File: src/rtl/stop_watch_test_amisha.sv
// Stopwatch for a 4-digit multiplexed 7-segment board: 0.1 s tick, 3-digit BCD
// counter (00.0..99.9), segment decode and an active-low anode/segment scan.
module stop_watch_test_amisha #(
    parameter int DVSR         = 5_000_000,
    parameter int REFRESH_BITS = 18
) (
    input  logic       clk_amisha,
    input  logic       reset_amisha,
    input  logic [1:0] btn_amisha,
    output logic [3:0] an_amisha,
    output logic [7:0] sseg_amisha
);
    localparam int CW = (DVSR > 1) ? $clog2(DVSR) : 1;
    localparam logic [CW-1:0] TICK_MAX = CW'(DVSR - 1);

    logic                    clr, go, tick;
    logic [CW-1:0]           tick_q, tick_d;
    logic [3:0]              d0_q, d1_q, d2_q;
    logic [3:0]              d0_d, d1_d, d2_d;
    logic [REFRESH_BITS-1:0] refresh_q;
    logic [1:0]              sel;
    logic [3:0]              hex;
    logic                    dp_n, blank;

    assign clr  = btn_amisha[0];
    assign go   = btn_amisha[1];
    assign tick = go && !clr && (tick_q == TICK_MAX);

    always_comb begin
        tick_d = tick_q;
        if (clr)
            tick_d = '0;
        else if (go)
            tick_d = (tick_q == TICK_MAX) ? '0 : tick_q + CW'(1);
    end

    // Ripple carry through the three BCD digits; 99.9 rolls silently to 00.0.
    always_comb begin
        d0_d = d0_q;
        d1_d = d1_q;
        d2_d = d2_q;
        if (clr) begin
            d0_d = '0;
            d1_d = '0;
            d2_d = '0;
        end else if (tick) begin
            if (d0_q != 4'd9) begin
                d0_d = d0_q + 4'd1;
            end else begin
                d0_d = '0;
                if (d1_q != 4'd9) begin
                    d1_d = d1_q + 4'd1;
                end else begin
                    d1_d = '0;
                    d2_d = (d2_q != 4'd9) ? d2_q + 4'd1 : 4'd0;
                end
            end
        end
    end

    always_ff @(posedge clk_amisha or posedge reset_amisha) begin
        if (reset_amisha) begin
            tick_q    <= '0;
            d0_q      <= '0;
            d1_q      <= '0;
            d2_q      <= '0;
            refresh_q <= '0;
        end else begin
            tick_q    <= tick_d;
            d0_q      <= d0_d;
            d1_q      <= d1_d;
            d2_q      <= d2_d;
            refresh_q <= refresh_q + REFRESH_BITS'(1);
        end
    end

    function automatic logic [6:0] seg7(input logic [3:0] h);
        case (h)
            4'd0:    seg7 = 7'h40;
            4'd1:    seg7 = 7'h79;
            4'd2:    seg7 = 7'h24;
            4'd3:    seg7 = 7'h30;
            4'd4:    seg7 = 7'h19;
            4'd5:    seg7 = 7'h12;
            4'd6:    seg7 = 7'h02;
            4'd7:    seg7 = 7'h78;
            4'd8:    seg7 = 7'h00;
            4'd9:    seg7 = 7'h10;
            default: seg7 = 7'h7F;
        endcase
    endfunction

    assign sel = refresh_q[REFRESH_BITS-1:REFRESH_BITS-2];

    // The dp on the seconds digit renders the "xx.x" decimal point.
    always_comb begin
        an_amisha = 4'b1110;
        hex       = d0_q;
        dp_n      = 1'b1;
        blank     = 1'b0;
        case (sel)
            2'b00: begin an_amisha = 4'b1110; hex = d0_q; end
            2'b01: begin an_amisha = 4'b1101; hex = d1_q; dp_n = 1'b0; end
            2'b10: begin an_amisha = 4'b1011; hex = d2_q; end
            default: begin an_amisha = 4'b0111; blank = 1'b1; end
        endcase
    end

    assign sseg_amisha = blank ? 8'hFF : {dp_n, seg7(hex)};

endmodule

File: config.mk
export PLATFORM = sky130hd
export DESIGN_NAME = stop_watch_test_amisha
export DESIGN_NICKNAME = d
export VERILOG_FILES = /design/src/rtl/stop_watch_test_amisha.sv
export SDC_FILE = /design/constraint.sdc
export NUM_CORES = 1
export LEC_CHECK = 0
export ABC_AREA = 1
export BUFFER_PORTS_ARGS = -buffer_cell sky130_fd_sc_hd__buf_2
export CORE_UTILIZATION = 37
export CTS_BUF_LIST = sky130_fd_sc_hd__clkbuf_4 sky130_fd_sc_hd__clkbuf_8
export DETAILED_ROUTE_END_ITERATION = 10
export SLEW_MARGIN = 20
export SYNTH_ARGS = -nofsm -noshare
export SYNTH_HDL_FRONTEND = slang
export SYNTH_SLANG_ARGS = --single-unit
File: constraint.sdc
create_clock -name clk_amisha -period 2.1 [get_ports clk_amisha]
set_input_delay 0.105 -clock clk_amisha [delete_from_list [all_inputs] [get_ports clk_amisha]]
set_output_delay 0.105 -clock clk_amisha [all_outputs]
set_load 0.005 [all_outputs]
==> impl_metrics.yaml, run 1 <==
outcome:
  status: "finished, violations left"
  violations: "negative setup slack"
worst_hold_path:
  min_from: "btn_amisha[1]"
  min_path_type: "in2reg"
cts:
  numCtsBuffers: 5
  clockBufferDepth: 2
  clk_latency_ns: 0.31
  clk_pin_slew_ns: 0.10
  cts_tree: "yes"
  cts_root_buffer: "clkbuf_8"
  htreeDepth: 2
  cts.sink_count: 53
synth:
  yosys_warnings: 0
  synth-edff-count: 0
  synth_cell_types: 32
  ys_seq_area_share_pct: 39.3
  ys_async_sr_fraction_pct: 100
  netlist_area_um2: 3370
  synth-main-ff-cell: "dfrtp_1"
  avgSynthCellArea_um2: 7.63
  synth-seq-cells: 53
  synth_fp_nets: 461
  synthesis.instances: 442
critical_path:
  cpLargestDelayFamily: "adder cells"
  crit_fanout: 5
  worstPathArrival_ns: 2.04
  crit_required_ns: 2.00
  timing.rr.start: "tick_q[0]"
  path_class: "reg2out"
  critPathSlowestCell: "dfrtp_1"
  crit_path_cell_trace: "inv_2 -> ha_4 -> inv_4 -> o21ai_4 -> inv_2 -> ha_4 -> or2_4 -> nand2_2 -> o21ai_1 -> buf_2"
  crit_path_end_kind: "output pin"
  path_buf_inv: 4
  startpoint_type: "flip-flop"
  startpoint: "refresh_q[16]"
  crit_path_max_incr_delay_ns: 0.41
power:
  p_total_mw: 2.31
  p_sw_mw: 0.656
  clkPwrFrac_pct: 32.1
  combPwrFrac_pct: 18.4
  ir_drop_mv: 0.307
  seqPwrFrac_pct: 49.4
  leakagePower_nw: 1.80
  p_int_mw: 1.65
  p_sw_share_pct: 28.4
  power.density_nw_per_um2: 587
die:
  rows: 34
  start_util_pct: 38.5
  die_y_um: 97.5
  num_io_pins: 16
  die_area_um2: 9500
  core_um2: 8760
  die_w_um: 97.5
routing:
  ant_nets: 0
  drt_pass1_iterations: 4
  routed_wl_mm: 7.22
  wl_per_cell_um: 12.3
  post_drt_via_cell_ratio: 4.89
  route.vias.total: 2860
  drt_iter0_drc: 154
  post-route-drc-count: 0
finish:
  nets: 495
  fin_cells: 585
  drive_gt1_share_pct: 21.0
  layout_commonest_cell: "nand2_1"
  layout_common_cells: "nand2_1, nor2_1, dfrtp_1"
  syn2layout_area_growth_pct: 16.5
  antenna_cells: 0
sta:
  rsz0062_at_grt: "yes"
  fin_skew_ns: 0.0117
  max_freq_mhz: 467
  finalCritPeriodShare_pct: 102
  worst_pin_slew_ns: 0.509
  maxSlewViolCount: 0
  worst_slack_ns: -0.0415
  hold_viol_final: 0
  setup_viol: 4
  fin_crit_ns: 2.14
  timing.slew.headroom_pct: 66.0
job:
  maxCapViolCount: 0
placed_design:
  place.gp.congestion: 0.848
  dp_slack_ns: 0.00383
  hpwl_mm: 5.20
  portBuffers: 15
  dp_cells: 566
global_route:
  grt_max_degree: 25
  first_global_vias: 2834
  antenna_found_initial: 0
  grt_first_pass_wirelength_mm: 12.6
  grt_overflow: 0
  grt_use_total_pct: 16.0
registers in the layout, summed over array words and instances (netlist names):
name	flops
d0_q	4
tick_q	23
d1_q	4
refresh_q	18
d2_q	4
what timing repair did:
item / in CTS / in global routing
pin swaps: 7 / 4
buffers inserted: 6 / 4
hold endpoints to repair: 13 / 0
hold buffers: 1 / 0
gates resized for setup: 23 / 10
endpoints found under the setup margin: 7 / 7
gates cloned: 0 / 0
synthesized netlist by cell type (2+ instances only):
| cell type | number | share of area [%] |
|---|---|---|
| a21oi_1 | 5 | 0.74 |
| buf_4 | 2 | 0.44 |
| buf_6 | 2 | 0.67 |
| dfrtp_1 | 53 | 39 |
| ha_1 | 15 | 5.6 |
| inv_1 | 48 | 5.3 |
| inv_2 | 3 | 0.33 |
| nand2_1 | 108 | 12 |
| nand2_2 | 8 | 1.5 |
| nand3_1 | 38 | 5.6 |
| nand3_2 | 6 | 1.8 |
| nand4_1 | 9 | 1.7 |
| nor2_1 | 66 | 7.3 |
| nor2_2 | 9 | 1.7 |
| nor2_4 | 6 | 2.0 |
| nor3_1 | 8 | 1.2 |
| nor3_2 | 2 | 0.59 |
| o21ai_0 | 12 | 1.8 |
| o21ai_1 | 3 | 0.44 |
| o21ai_2 | 2 | 0.52 |
| o21bai_1 | 2 | 0.44 |
| xnor2_1 | 11 | 2.9 |
| xor2_1 | 15 | 3.9 |
worst min-delay path: cells and delay by family:
| kind | cells | cell delay [ns] |
|---|---|---|
| AO/OA/AOI/OAI | 1 | 0.07 |
| AND/OR/NAND/NOR | 1 | 0.07 |
| buffers and inverters | 1 | 0.14 |
cells by family (layout without fill, tap and decap cells):
group | Yosys count | count (layout) | share of synthesized area, %
AND/OR/NAND/NOR | 265 | 265 | 36.5
buffers and inverters | 56 | 91 | 6.94
flip-flops | 53 | 53 | 39.3
AO/OA/AOI/OAI | 27 | 27 | 4.90
XOR/XNOR | 26 | 26 | 6.75
adder cells (fa/ha/maj) | 15 | 15 | 5.56
routing by layer:
layer / GRT usage [%] / wire length (µm) / vias up
met2: 26.8 / 3510 / 30
met1: 21.4 / 3530 / 1368
met3: 2.45 / 141 / 4
li1: - / - / 1458
met5: 0 / 0 / -
met4: 4.52 / 53 / 0
power groups by stage:
stage | registers (mW) | logic, mW | clock network, mW
after floorplan | 1.14 | 0.267 | 0
after global placement | 1.16 | 0.364 | 0
after detailed placement | 1.16 | 0.370 | 0
after CTS | 1.14 | 0.405 | 0.768
after global routing | 1.15 | 0.484 | 0.805
final | 1.14 | 0.426 | 0.742
area by class of cell:
class,count,area (µm²)
fill,878,4830
multi-input combinational,333,1930
sequential,53,1330
timing repair buffer,32,221
inverter,51,194
tap,108,135
clock buffer,7,90.1
clock inverter,1,30.0
final timing paths:
kind | end | slack, ns | depth (start not counted)
worst min register to register | refresh_q[15] | 0.47 | 1
worst min-delay path | tick_q[1] | 0.11 | 3
worst max register to register | tick_q[7] | 0.37 | 7
worst max-delay path | sseg_amisha[6] | -0.04 | 10
min in group asynchronous | tick_q[2] | 0.29 | 3
max in group asynchronous | refresh_q[6] | 1.18 | 4
stage by stage:
stage | TNS [ns] | utilization [%] | hold slack (ns) | cell area (µm²)
after floorplan | 0 | - | 0.260 | 3370
after global placement | 0 | 41.1 | 0.0800 | 3600
after detailed placement | 0 | 41.1 | 0.0890 | 3600
after CTS | -0.0745 | 44.0 | 0.0975 | 3860
after global routing | -0.953 | 44.9 | 0.139 | 3930
final | -0.0999 | 44.9 | 0.108 | 3930
Note: power is estimated with default switching activity, not from simulation.
==> run 2, diff against run 1 <==
--- a/constraint.sdc
+++ b/constraint.sdc
@@ -3,2 +3,2 @@
 set_output_delay 0.105 -clock clk_amisha [all_outputs]
-set_load 0.005 [all_outputs]
+set_load 0.01 [all_outputs]
==> impl_metrics.yaml, run 2 (synthesis results as in run 1) <==
outcome:
  status: "finished, violations left"
  violations: "negative setup slack"
job:
  maxCapViolCount: 0
critical_path:
  timing.rr.start: "tick_q[0]"
  crit_required_ns: 2.00
  cpLargestDelayFamily: "adder cells"
  critPathSlowestCell: "dfrtp_2"
  worstPathArrival_ns: 2.07
  crit_fanout: 5
  reg2reg_slack_ns: 0.40
  crit_path_cell_trace: "inv_4 -> ha_4 -> inv_4 -> o21ai_4 -> inv_2 -> ha_2 -> or2_4 -> nand2_1 -> o21ai_1 -> buf_2"
  path_class: "reg2out"
  worst_path_most_repeated_cell: "inv_4"
  rr_endpoint: "tick_q[2]"
  startpoint_type: "flip-flop"
  path_buf_inv: 4
  rr_worst_depth: 7
  crit_path_max_incr_delay_ns: 0.44
  crit_path_end_kind: "output pin"
finish:
  reg_top3: "tick_q: 23 flops, refresh_q: 18 flops"
  fin_cells: 583
  layout_commonest_cell: "nand2_1"
  top_register: "tick_q"
  largest_reg_flops: 23
  syn2layout_area_growth_pct: 15.9
  drive_gt1_share_pct: 20.6
  nets: 493
  fillers: 904
  antenna_cells: 0
  layout_common_cells: "nand2_1, nor2_1, dfrtp_1"
routing:
  route.vias.total: 2853
  routed_wl_mm: 7.32
  post-route-drc-count: 0
  drt_iter0_drc: 113
  post_drt_via_cell_ratio: 4.89
  ant_nets: 0
  wl_per_cell_um: 12.6
  drt_pass1_iterations: 4
cts:
  numCtsBuffers: 5
  cts.sink_count: 53
  clk_pin_slew_ns: 0.10
  cts_tree: "yes"
  cts_root_buffer: "clkbuf_8"
  clockBufferDepth: 2
  htreeDepth: 2
  clk_latency_ns: 0.31
sta:
  rsz0062_at_grt: "yes"
  maxSlewViolCount: 0
  timing.slew.headroom_pct: 68.5
  worst_pin_slew_ns: 0.472
  fin_crit_ns: 2.17
  setup_viol: 3
  max_freq_mhz: 460
  finalCritPeriodShare_pct: 104
  hold_viol_final: 0
  fin_skew_ns: 0.00469
  worst_slack_ns: -0.0739
die:
  core_um2: 8760
  start_util_pct: 38.5
  die_y_um: 97.5
  num_io_pins: 16
  rows: 34
  die_area_um2: 9500
  die_w_um: 97.5
global_route:
  grt_overflow: 0
  antenna_found_initial: 0
  first_global_vias: 2912
  grt_first_pass_wirelength_mm: 13.1
  grt_max_degree: 22
  grt_use_total_pct: 16.4
placed_design:
  hpwl_mm: 5.24
  portBuffers: 15
  dp_cells: 566
  place.gp.congestion: 0.852
power:
  p_total_mw: 2.32
  ir_drop_mv: 0.363
  power.density_nw_per_um2: 593
  leakagePower_nw: 1.78
worst_hold_path:
  min_from: "btn_amisha[1]"
  whs_endpoint: "tick_q[1]"
  min_path_type: "in2reg"
  min_path_cells: 3
## run 2: per-layer routing
layer  up-vias  share of wire [%]  routed length [µm]  global-route usage (%)
li1       1461                  -                   -                       -
met1      1356                 49                3550                    21.8
met2        29                 48                3540                    28.2
met3         7                2.3                 168                    1.80
met4         0               0.86                  63                    4.52
met5         -                  0                   0                       0
## run 2: worst register-to-register path: stages (launching register included)
cell and delay, ns:
dfrtp_1 0.43, ha_1 0.26, nand3_1 0.13, nor2_1 0.06
nand4_1 0.10, nand2_2 0.24, buf_12 0.25, nor3_1 0.16
## run 2: where the power goes
| part | switching, mW | leakage, nW | internal, mW |
|---|---|---|---|
| registers | 0.0802 | 0.715 | 1.07 |
| clock network | 0.353 | 0.0574 | 0.388 |
| logic | 0.252 | 1.01 | 0.180 |
| total | 0.685 | 1.78 | 1.64 |
## run 2: worst max path at each step
stage                          end  cells past startpoint  slack, ns           from
global route        sseg_amisha[6]                     10      -0.16  refresh_q[16]
detailed placement  sseg_amisha[3]                     10      -0.02  refresh_q[16]
floorplan           sseg_amisha[5]                      9       0.18  refresh_q[16]
CTS                 sseg_amisha[3]                     13      -0.03  refresh_q[17]
global placement    sseg_amisha[3]                     10       0.09  refresh_q[17]
finish              sseg_amisha[6]                     10      -0.07  refresh_q[16]
## run 2: final cells by class
class	instances	area, µm²	area share [%]
Inverter	51	196	5.02
Timing Repair Buffer	29	203	5.18
Tap cell	108	135	3.45
Clock inverter	2	37.5	0.960
Sequential cell	53	1330	33.9
Clock buffer	6	82.6	2.11
Multi-Input combinational cell	334	1930	49.3
## run 2: what timing repair did
item | CTS | global route
endpoints found under the setup margin | 7 | 7
setup buffers | 7 | 0
cloned | 1 | 0
resized for setup | 21 | 13
pin swaps | 7 | 3
hold endpoints to repair | 19 | 0
hold buffers | 1 | 0
## run 2: per-stage QoR
stage / setup TNS (ns) / util, % / hold WS (ns) / cell area (µm²) / setup slack [ns]
6_report: -0.158 / 44.6 / 0.111 / 3910 / -0.0739
5_1_grt: -0.886 / 44.6 / 0.149 / 3910 / -0.158
4_1_cts: -0.0583 / 44.1 / 0.101 / 3860 / -0.0273
3_5_place_dp: -0.0218 / 41.1 / 0.139 / 3600 / -0.0204
3_3_place_gp: 0 / 41.1 / 0.141 / 3600 / 0.0889
2_1_floorplan: 0 / - / 0.260 / 3370 / 0.183
==> run 3, diff against run 2 <==
--- a/constraint.sdc
+++ b/constraint.sdc
@@ -3,2 +3,2 @@
 set_output_delay 0.105 -clock clk_amisha [all_outputs]
-set_load 0.01 [all_outputs]
+set_load 0.05 [all_outputs]
==> impl_metrics.yaml, run 3 (synthesis results as in run 1) <==
outcome:
  status: "finished, violations left"
  violations: "negative setup slack"
sta:
  timing.slew.headroom_pct: 55.4
  fin_crit_ns: 2.31
  hold_viol_final: 0
  fin_skew_ns: 0.0146
  max_freq_mhz: 432
  rsz0062_at_grt: "yes"
  finalCritPeriodShare_pct: 110
  worst_pin_slew_ns: 0.670
  fin_tns_setup_ns: -1.08
  maxSlewViolCount: 0
  worst_slack_ns: -0.214
  setup_viol: 7
cts:
  clockBufferDepth: 2
  htreeDepth: 2
  cts_root_buffer: "clkbuf_8"
  numCtsBuffers: 5
  cts.sink_count: 53
  clk_latency_ns: 0.32
  cts_tree: "yes"
  clk_pin_slew_ns: 0.11
critical_path:
  startpoint_type: "flip-flop"
  cp-endpoint: "sseg_amisha[0]"
  crit_fanout: 4
  worstPathArrival_ns: 2.21
  rr_endpoint: "tick_q[18]"
  startpoint: "refresh_q[17]"
  reg2reg_slack_ns: 0.44
  crit_required_ns: 2.00
  crit_path_end_kind: "output pin"
  path_class: "reg2out"
  rr_worst_depth: 10
  timing.rr.start: "tick_q[0]"
finish:
  multi_input_area_um2: 2040
  reg_top3: "tick_q: 23 flops, refresh_q: 18 flops"
  syn2layout_area_growth_pct: 23.2
  top_register: "tick_q"
  fin_cells: 593
  nets: 503
  layout_common_cells: "nand2_1, nor2_1, dfrtp_1"
  regArea_um2: 1330
  largest_reg_flops: 23
  fillers: 841
  layout_commonest_cell: "nand2_1"
  drive_gt1_share_pct: 25.8
  antenna_cells: 0
global_route:
  grt_use_total_pct: 16.2
  grt_overflow: 0
  grt_max_degree: 54
  grt_first_pass_wirelength_mm: 12.7
  antenna_found_initial: 0
  first_global_vias: 2794
worst_hold_path:
  min_path_type: "in2reg"
routing:
  wl_per_cell_um: 13.1
  ant_nets: 0
  drt_pass1_iterations: 5
  post_drt_via_cell_ratio: 4.97
  post-route-drc-count: 0
  drt_iter0_drc: 105
  routed_wl_mm: 7.75
  route.vias.total: 2946
power:
  ir_drop_mv: 0.313
  p_total_mw: 2.55
  power.density_nw_per_um2: 613
  leakagePower_nw: 1.87
job:
  maxCapViolCount: 0
die:
  die_y_um: 97.5
  rows: 34
  num_io_pins: 16
  core_um2: 8760
  start_util_pct: 38.5
  die_area_um2: 9500
  die_w_um: 97.5
placed_design:
  dp_cells: 571
  hpwl_mm: 5.06
  portBuffers: 15
  place.gp.congestion: 0.881
[run 3: cell types whose count changed in the layout (fill, tap and decap cells not counted), moves of 3 or more]
cell / previous run / this run
buf_6: 2 / 11
nand3_2: 7 / 10
buf_8: 0 / 3
nand2_2: 10 / 17
buf_4: 10 / 16
o21ai_4: 2 / 6
nand3_1: 36 / 33
nand2_4: 1 / 5
nand2_1: 105 / 94
buf_2: 15 / 8
[run 3: critical path: stages (launching register included)]
cell     delay [ns]
dfrtp_1        0.43
inv_2          0.10
ha_4           0.33
inv_4          0.06
o21ai_4        0.17
buf_6          0.14
buf_4          0.14
nand3_2        0.10
nand2_1        0.10
nand2_1        0.07
nand2_1        0.09
buf_6          0.16
[run 3: stage by stage]
| stage | hold WS (ns) | cell area, µm² | utilization, % | setup slack [ns] |
|---|---|---|---|---|
| floorplan | 0.260 | 3420 | - | 0.0116 |
| global placement | 0.327 | 3670 | 41.9 | 0.0336 |
| detailed placement | 0.338 | 3670 | 41.9 | 0.00346 |
| CTS | 0.121 | 4000 | 45.6 | -0.102 |
| global route | 0.135 | 4160 | 47.4 | -0.299 |
| finish | 0.130 | 4160 | 47.4 | -0.214 |
[run 3: report_power, final]
group / leakage [nW] / total [mW] / internal [mW] / switching (mW)
Sequential: 0.716 / 1.13 / 1.07 / 0.0669
Clock: 0.0506 / 0.643 / 0.251 / 0.392
Combinational: 1.11 / 0.771 / 0.312 / 0.459
[run 3: cell type report]
| class | instances | share of cell area [%] |
|---|---|---|
| clock buffer | 5 | 1.66 |
| inverter | 51 | 4.82 |
| sequential | 53 | 31.9 |
| tap | 108 | 3.25 |
| multi-input combinational | 333 | 49.0 |
| timing repair buffer | 40 | 8.64 |
| clock inverter | 3 | 0.693 |
[run 3: layer usage]
layer	up-vias	share of wire, %	track usage (%)
met1	1400	45	20.3
li1	1486	-	-
met3	15	2.5	2.52
met4	0	2.3	4.52
met2	45	51	28.7
met5	-	0	0
[run 3: what timing repair did]
action | in CTS | in global routing
hold endpoints to repair | 53 | 0
pin swaps | 11 | 19
buffers inserted | 8 | 5
hold buffers | 1 | 0
gates resized for setup | 44 | 26
endpoints found under the setup margin | 7 | 7
[run 3: worst min path at each step]
stage                  start        end  slack (ns)  depth (start not counted)
2_1_floorplan  btn_amisha[1]  tick_q[1]        0.26                          2
3_3_place_gp    reset_amisha    d2_q[1]        0.33                          3
3_5_place_dp    reset_amisha    d2_q[1]        0.34                          3
4_1_cts        btn_amisha[1]  tick_q[1]        0.12                          3
5_1_grt        btn_amisha[1]  tick_q[1]        0.13                          3
6_report       btn_amisha[1]  tick_q[1]        0.13                          3
